`config.mk`:
```
export PLATFORM = sky130hd
export DESIGN_NAME = axi_read_arbiter
export DESIGN_NICKNAME = d
export VERILOG_FILES = /design/src/rtl/axi_read_arbiter.sv
export SDC_FILE = /design/constraint.sdc
export NUM_CORES = 1
export LEC_CHECK = 0
export ABC_CLOCK_PERIOD_IN_PS = 2900
export CAP_MARGIN = 10
export CORE_MARGIN = 2
export CORE_UTILIZATION = 25
export CTS_BUF_LIST = sky130_fd_sc_hd__clkbuf_16
export DETAILED_ROUTE_END_ITERATION = 8
export GPL_TIMING_DRIVEN = 0
export PLACE_DENSITY = 0.68
export SLEW_MARGIN = 10
export SYNTH_ARGS = -nofsm -noshare
export SYNTH_HDL_FRONTEND = slang
export SYNTH_SLANG_ARGS = --single-unit
```
`constraint.sdc`:
```
create_clock -name clk -period 2.9 [get_ports clk]
set_input_delay 0.58 -clock clk [delete_from_list [all_inputs] [get_ports clk]]
set_output_delay 0.58 -clock clk [all_outputs]
set_load 0.005 [all_outputs]
```
`src/rtl/axi_read_arbiter.sv`:
```
// rtl/axi_read_arbiter.sv - N-to-1 AXI read arbiter with ID widening, R routing and outstanding caps
module axi_read_arbiter #(
  parameter int N       = 2,
  parameter int AW      = 32,
  parameter int IW      = 4,
  parameter int DW      = 64,
  parameter int MAX_OUT = 4,
  localparam int IXW    = $clog2(N),
  localparam int CW     = $clog2(MAX_OUT + 1)
) (
  input  logic                clk,
  input  logic                rst,
  // upstream AR channels (packed per master)
  input  logic [N-1:0]        m_ar_valid,
  output logic [N-1:0]        m_ar_ready,
  input  logic [N*IW-1:0]     m_ar_id,
  input  logic [N*AW-1:0]     m_ar_addr,
  input  logic [N*8-1:0]      m_ar_len,
  input  logic [N*3-1:0]      m_ar_size,
  input  logic [N*2-1:0]      m_ar_burst,
  // upstream R channels (shared payload)
  output logic [N-1:0]        m_r_valid,
  input  logic [N-1:0]        m_r_ready,
  output logic [IW-1:0]       m_r_id,
  output logic [DW-1:0]       m_r_data,
  output logic [1:0]          m_r_resp,
  output logic                m_r_last,
  // downstream AR channel
  output logic                s_ar_valid,
  input  logic                s_ar_ready,
  output logic [IW+IXW-1:0]   s_ar_id,
  output logic [AW-1:0]       s_ar_addr,
  output logic [7:0]          s_ar_len,
  output logic [2:0]          s_ar_size,
  output logic [1:0]          s_ar_burst,
  // downstream R channel
  input  logic                s_r_valid,
  output logic                s_r_ready,
  input  logic [IW+IXW-1:0]   s_r_id,
  input  logic [DW-1:0]       s_r_data,
  input  logic [1:0]          s_r_resp,
  input  logic                s_r_last
);

  typedef enum logic {
    IDLE = 1'b0,
    BUSY = 1'b1
  } state_t;

  localparam logic [CW-1:0] MAX_C = CW'(MAX_OUT);

  state_t            state_q, state_d;
  logic [IXW-1:0]    ptr_q;
  logic [CW-1:0]     cnt_q [N];

  logic [N-1:0]      elig;
  logic              win_found;
  logic [IXW-1:0]    win_idx;
  logic              grant;

  logic [IW-1:0]     sel_id;
  logic [AW-1:0]     sel_addr;
  logic [7:0]        sel_len;
  logic [2:0]        sel_size;
  logic [1:0]        sel_burst;

  logic [IW+IXW-1:0] ar_id_q;
  logic [AW-1:0]     ar_addr_q;
  logic [7:0]        ar_len_q;
  logic [2:0]        ar_size_q;
  logic [1:0]        ar_burst_q;

  logic [IXW-1:0]    r_idx;
  logic              r_idx_ok;
  logic              r_done;
  logic [N-1:0]      inc;
  logic [N-1:0]      dec;

  // Eligibility: requesting and below the outstanding cap
  always_comb begin
    for (int i = 0; i < N; i++) begin
      elig[i] = m_ar_valid[i] && (cnt_q[i] < MAX_C);
    end
  end

  // Round-robin search starting at ptr_q, wrapping modulo N
  always_comb begin
    logic [IXW-1:0] cand;
    win_found = 1'b0;
    win_idx   = '0;
    cand      = '0;
    for (int off = 0; off < N; off++) begin
      cand = IXW'((int'(ptr_q) + off) % N);
      if (!win_found && elig[cand]) begin
        win_found = 1'b1;
        win_idx   = cand;
      end
    end
  end

  // Payload mux for the current round-robin winner
  always_comb begin
    sel_id    = '0;
    sel_addr  = '0;
    sel_len   = '0;
    sel_size  = '0;
    sel_burst = '0;
    for (int i = 0; i < N; i++) begin
      if (win_idx == IXW'(i)) begin
        sel_id    = m_ar_id[i*IW +: IW];
        sel_addr  = m_ar_addr[i*AW +: AW];
        sel_len   = m_ar_len[i*8 +: 8];
        sel_size  = m_ar_size[i*3 +: 3];
        sel_burst = m_ar_burst[i*2 +: 2];
      end
    end
  end

  // FSM state register
  always_ff @(posedge clk) begin
    if (rst) begin
      state_q <= IDLE;
    end else begin
      state_q <= state_d;
    end
  end

  // FSM next state: one grant, then hold until the downstream accepts
  always_comb begin
    state_d = state_q;
    case (state_q)
      IDLE:    if (grant) state_d = BUSY;
      BUSY:    if (s_ar_ready) state_d = IDLE;
      default: state_d = IDLE;
    endcase
  end

  // FSM outputs: grants only from IDLE, never while reset is asserted
  always_comb begin
    grant      = (state_q == IDLE) && win_found && !rst;
    s_ar_valid = (state_q == BUSY);
    for (int i = 0; i < N; i++) begin
      m_ar_ready[i] = grant && (win_idx == IXW'(i));
    end
  end

  // Registered AR payload and round-robin pointer
  always_ff @(posedge clk) begin
    if (rst) begin
      ptr_q      <= '0;
      ar_id_q    <= '0;
      ar_addr_q  <= '0;
      ar_len_q   <= '0;
      ar_size_q  <= '0;
      ar_burst_q <= '0;
    end else if (grant) begin
      ptr_q      <= (win_idx == IXW'(N - 1)) ? '0 : win_idx + IXW'(1);
      ar_id_q    <= {win_idx, sel_id};
      ar_addr_q  <= sel_addr;
      ar_len_q   <= sel_len;
      ar_size_q  <= sel_size;
      ar_burst_q <= sel_burst;
    end
  end

  assign s_ar_id    = ar_id_q;
  assign s_ar_addr  = ar_addr_q;
  assign s_ar_len   = ar_len_q;
  assign s_ar_size  = ar_size_q;
  assign s_ar_burst = ar_burst_q;

  // R routing by the index bits; unknown indices are sunk and dropped
  always_comb begin
    r_idx     = s_r_id[IW+IXW-1:IW];
    r_idx_ok  = 1'b0;
    s_r_ready = 1'b1;
    for (int i = 0; i < N; i++) begin
      m_r_valid[i] = 1'b0;
      if (r_idx == IXW'(i)) begin
        r_idx_ok     = 1'b1;
        s_r_ready    = m_r_ready[i];
        m_r_valid[i] = s_r_valid;
      end
    end
  end

  assign m_r_id   = s_r_id[IW-1:0];
  assign m_r_data = s_r_data;
  assign m_r_resp = s_r_resp;
  assign m_r_last = s_r_last;

  // Per-master increment on grant, decrement on the last beat of a burst
  always_comb begin
    r_done = s_r_valid && s_r_ready && s_r_last && r_idx_ok;
    for (int i = 0; i < N; i++) begin
      inc[i] = grant && (win_idx == IXW'(i));
      dec[i] = r_done && (r_idx == IXW'(i));
    end
  end

  // Outstanding counters; simultaneous inc/dec cancel, no wrap below zero
  always_ff @(posedge clk) begin
    for (int i = 0; i < N; i++) begin
      if (rst) begin
        cnt_q[i] <= '0;
      end else begin
        case ({inc[i], dec[i]})
          2'b10:   cnt_q[i] <= cnt_q[i] + CW'(1);
          2'b01:   if (cnt_q[i] != '0) cnt_q[i] <= cnt_q[i] - CW'(1);
          default: cnt_q[i] <= cnt_q[i];
        endcase
      end
    end
  end

  // Flag a last beat returning for a master with nothing outstanding
  always_ff @(posedge clk) begin
    if (!rst) begin
      for (int i = 0; i < N; i++) begin
        assert (!(dec[i] && !inc[i] && (cnt_q[i] == '0)));
      end
    end
  end

endmodule

```
Yosys cells after proc, flatten, opt, wreduce, memory -nomap -nowiden --
Memories as Yosys holds them, arrays and structs flattened. Cells that the tools add are included.
Storage, ports and cells: register bits 52, memory bits (writable) 6, output and inout port bits 127, logic and storage cells 96, memories kept 1
Cells by class: $add $sub $neg 6, magnitude comparators 4, eq/ne operators 4, multiplexer cells 48, bitwise logic cells 9, reductions and logical operators 17
Memories:
- cnt_q | words 2, width 3, rd ports 2, clocked after Yosys merged registers in 0, wr ports 2, line 54 | logic [CW-1:0] cnt_q [N];
Operator list (number):
- two-way mux 1 bit | 36
- two-way mux 32 bit | 1
- two-way mux 3 bit | 7
- logical AND 1 bit | 11
- two-way mux 8 bit | 1
- adder 3 x 1 -> 3 bit, second input constant | 2
- < comparator 3 bit, second input constant | 2
- OR 1 bit | 6
- nonzero test 3 bit | 2
- subtractor 3 x 1 -> 3 bit, second input constant | 2
- == test 2 x 1 -> 1 bit, second input constant | 2
- == test 2 bit, second input constant | 2
- < comparator 1 x 2 -> 1 bit, second input constant | 2
- two-way mux 4 bit | 1
- OR reduction 2 bit | 2
- inverter 1 bit | 3
- adder 1 bit, second input constant | 2
- logical NOT 1 bit | 2
- two-way mux 2 bit | 1
- one-hot mux 1 bit (2 select lines) | 1

Depth between registers and ports, before layout --
An unclocked memory read counts as a cell.
depth in word-level cells 19, mapped depth 10, gate-level depth less buffers 9

Worst setup path after synthesis --
No wires, ideal clock.
path kind input to register, start input port m_ar_valid[0], end memory cnt_q[0][0] in the netlist's numbering (enable), arrival time 2103 ps, path slack 453 ps, cell stages on the path 9, path through nor3b_1 or2_2 buf_2 buf_2 nand2_1 ha_1 o21ai_0 and2_1 o21ai_0
RTL lines:
- start, declared | line 14 | input logic [N-1:0] m_ar_valid,
- end, declared | line 54

Worst setup path after layout --
start input port m_ar_valid[1], end output port m_ar_ready[1]
Between the ends: longest elaborated chain between the ends 10
Ends and longest elaborated chain:
- logical AND 1 bit (*) | line 82 | elig[i] = m_ar_valid[i] && (cnt_q[i] < MAX_C);
- two-way mux 1 bit (not written as such) (2 in series) | line 94 | if (!win_found && elig[cand]) begin
- two-way mux 1 bit | line 94
- logical NOT 1 bit | line 94
- logical AND 1 bit | line 94
- two-way mux 1 bit | line 94
- logical AND 1 bit (2 in series) | line 140 | grant = (state_q == IDLE) && win_found && !rst;
- logical AND 1 bit (*) | line 143 | m_ar_ready[i] = grant && (win_idx == IXW'(i));
- end, declared | line 15 | output logic [N-1:0] m_ar_ready,
Every way passes the cells marked *; elsewhere a longest branch is shown, timed or not. The select of a mux whose other input is x is not followed.

==> results.yml <==
timing:
  skew_ps: 4.27
  worst_slew_pin_slew_ps: 479
  whs_ps: 476
  relSlewSlack: 0.680
  hold_viol_final: 0
  setup_slack_ps: 83.9
  period_needed_ps: 2820
  post-route-period-util: 0.971
  timing.fmax_ghz: 0.355
  final-setup-viol-count: 0
  setup-tns-final_ps: 0
  rsz0062_at_grt: "false"
  drv_slew: 0
clock_tree:
  clkSlewWorstSetupHoldPaths_ps: 50
  htree_levels: 3
  clk_latency_ps: 320
  numCtsBuffers: 9
  cts-hold-fix-buffers: 0
  cts_root_buffer: "clkbuf_16"
  cts.sinks: 58
  clock_path_buffers: 2
  cts_tree: "yes"
finish:
  n_antenna_cell: 0
  final_core_util: 0.485
  drive_gt1_frac: 0.172
  fin_area_um2: 6150
  fin_cells: 842
  final_cell_mix: "clkdlybuf4s50_1, nand2_1, buf_4"
  final_common_cell: "clkdlybuf4s50_1"
  area_growth_syn_to_layout_pct: 89.0
  fillers: 1199
  nets: 852
yosys:
  synthArstFlopShare: 0
  ys_seq_area_frac: 0.376
  synth_seq_cells: 58
  ys_dominant_reg_cell: "dfxtp_1"
  synth_area_um2: 3250
  synth_edf_count: 6
  synthCells: 416
  syn_nets: 602
  ys.warnings.count: 0
  ys_types: 33
  syn_area_per_cell_um2: 7.82
place:
  dpl-instance-area_um2: 5810
  pre_cts_slack_ps: -581
  numPortBuffers: 234
  routabilityCongestion: 0.822
  numPlacedInstances: 822
  detailed_place_hpwl_mm: 9.33
routing:
  drtIter0Drc: 188
  vias: 3712
  final_antenna_net_count: 0
  remaining_drc_errors: 0
  dr.pass1.iters: 4
  wire_per_inst_um: 13.9
  routed_wl_mm: 11.7
  vias_per_cell: 4.41
job:
  cap_violations: 0
critical_path:
  path_common_cell: "clkdlybuf4s50_1"
  end_kind: "output pin"
  crit_chain: "clkdlybuf4s50_1, nand2b_4, a211oi_4, buf_6, nand2_2, inv_2, clkdlybuf4s50_1"
  worstPathRequired_ps: 2320
  critPathMaxFanout: 3
  timing_worst_setup_path_type: "in2out"
  slowest_stage: "clkdlybuf4s50_1"
  cp-start-kind: "primary input"
  reg2reg_from: "cnt_q[0][2]"
  max_stage_delay_ps: 500
  critPathLaunch: "m_ar_valid[1]"
  arrival_ps: 2240
global_route:
  grt.overflow.total: 0
  grt_usage: 0.162
  grt_pass1_vias: 3745
  grt_max_degree: 14
  grt_pass1_wl_mm: 18.4
  antenna_found_initial: 0
floorplan:
  rows: 41
  coreArea_um2: 12700
  die_area_um2: 13900
  dieHeight_um: 118
  initial_core_util: 0.257
  ios: 305
  die_w_um: 118
min_path:
  hold_path.startpoint: "s_ar_id[4]"
  hold_path.class: "reg2reg"
pwr:
  finalPower_mw: 2.63
  power_density_nw_per_um2: 427
  leakage_nw: 2.56
  peakVddDrop_mv: 0.193
outcome:
  outcome: "finished clean"
## worst max-delay path: cells and delay by family
kind | cells | cell delay [ps]
buf+inv | 4 | 1210
compound gates | 1 | 280
simple gates | 2 | 170
## synth_stat cells (4+ instances only)
cell      instances  area, um^2
inv_1            11        41.3
dfxtp_1          52        1040
buf_2            12        60.1
o21ai_1          20         100
ha_1              7        87.6
a21oi_1           4        20.0
nor2_1            4        15.0
clkbuf_1         11        41.3
a31oi_1          49         307
buf_4            72         541
edfxtp_1          6         180
o21ai_0          35         175
nand2_1         104         390
## kinds of logic after synthesis
| kind of cell | share of synthesized area |
|---|---|
| flip-flops | 0.376 |
| adder cells (fa/ha/maj) | 0.0331 |
| AO/OA/AOI/OAI | 0.204 |
| XOR/XNOR | 0.00269 |
| AND/OR/NAND/NOR | 0.162 |
| buffers and inverters | 0.222 |
## registers in the layout, indices dropped and copies added (netlist names)
| signal | flops |
|---|---|
| s_ar_size | 3 |
| cnt_q | 6 |
| s_ar_burst | 2 |
| ptr_q | 1 |
| s_ar_len | 8 |
| s_ar_addr | 32 |
| s_ar_id | 5 |
| s_ar_valid | 1 |
## final timing paths
kind	end	slack, ps	depth (start not counted)
setup / recovery	m_ar_ready[1]	80	7
hold / removal	s_ar_id[4]	480	2
setup reg to reg	cnt_q[0][2]	370	10
hold reg to reg	s_ar_id[4]	480	2
## layer usage
layer / wire length (um) / global-route usage
met1: 4810 / 0.181
met2: 5910 / 0.295
met3: 888 / 0.0504
met4: 140 / 0.0444
met5: 0 / 0
## where the power goes
part	total (mW)	internal [mW]	leakage (nW)	switching (mW)
Combinational	0.780	0.496	1.94	0.284
Sequential	0.934	0.890	0.490	0.0437
Clock	0.912	0.558	0.131	0.354
## repair_timing
| item | in CTS | in global routing |
|---|---|---|
| gates resized for setup | 10 | 3 |
| gates cloned | 0 | 0 |
| endpoints found under the setup margin | 11 | 2 |
| setup buffers | 6 | 1 |
| pin swaps | 3 | 1 |
## layout make-up
type | instances | area [um^2] | area share
timing repair buffer | 241 | 2400 | 0.390
multi-input combinational | 248 | 1340 | 0.218
sequential | 58 | 1220 | 0.199
buffer | 97 | 682 | 0.111
clock buffer | 9 | 225 | 0.0366
tap | 172 | 215 | 0.0350
inverter | 11 | 41.3 | 0.00672
clock inverter | 6 | 26.3 | 0.00427
(Power assumes the default switching activity.)
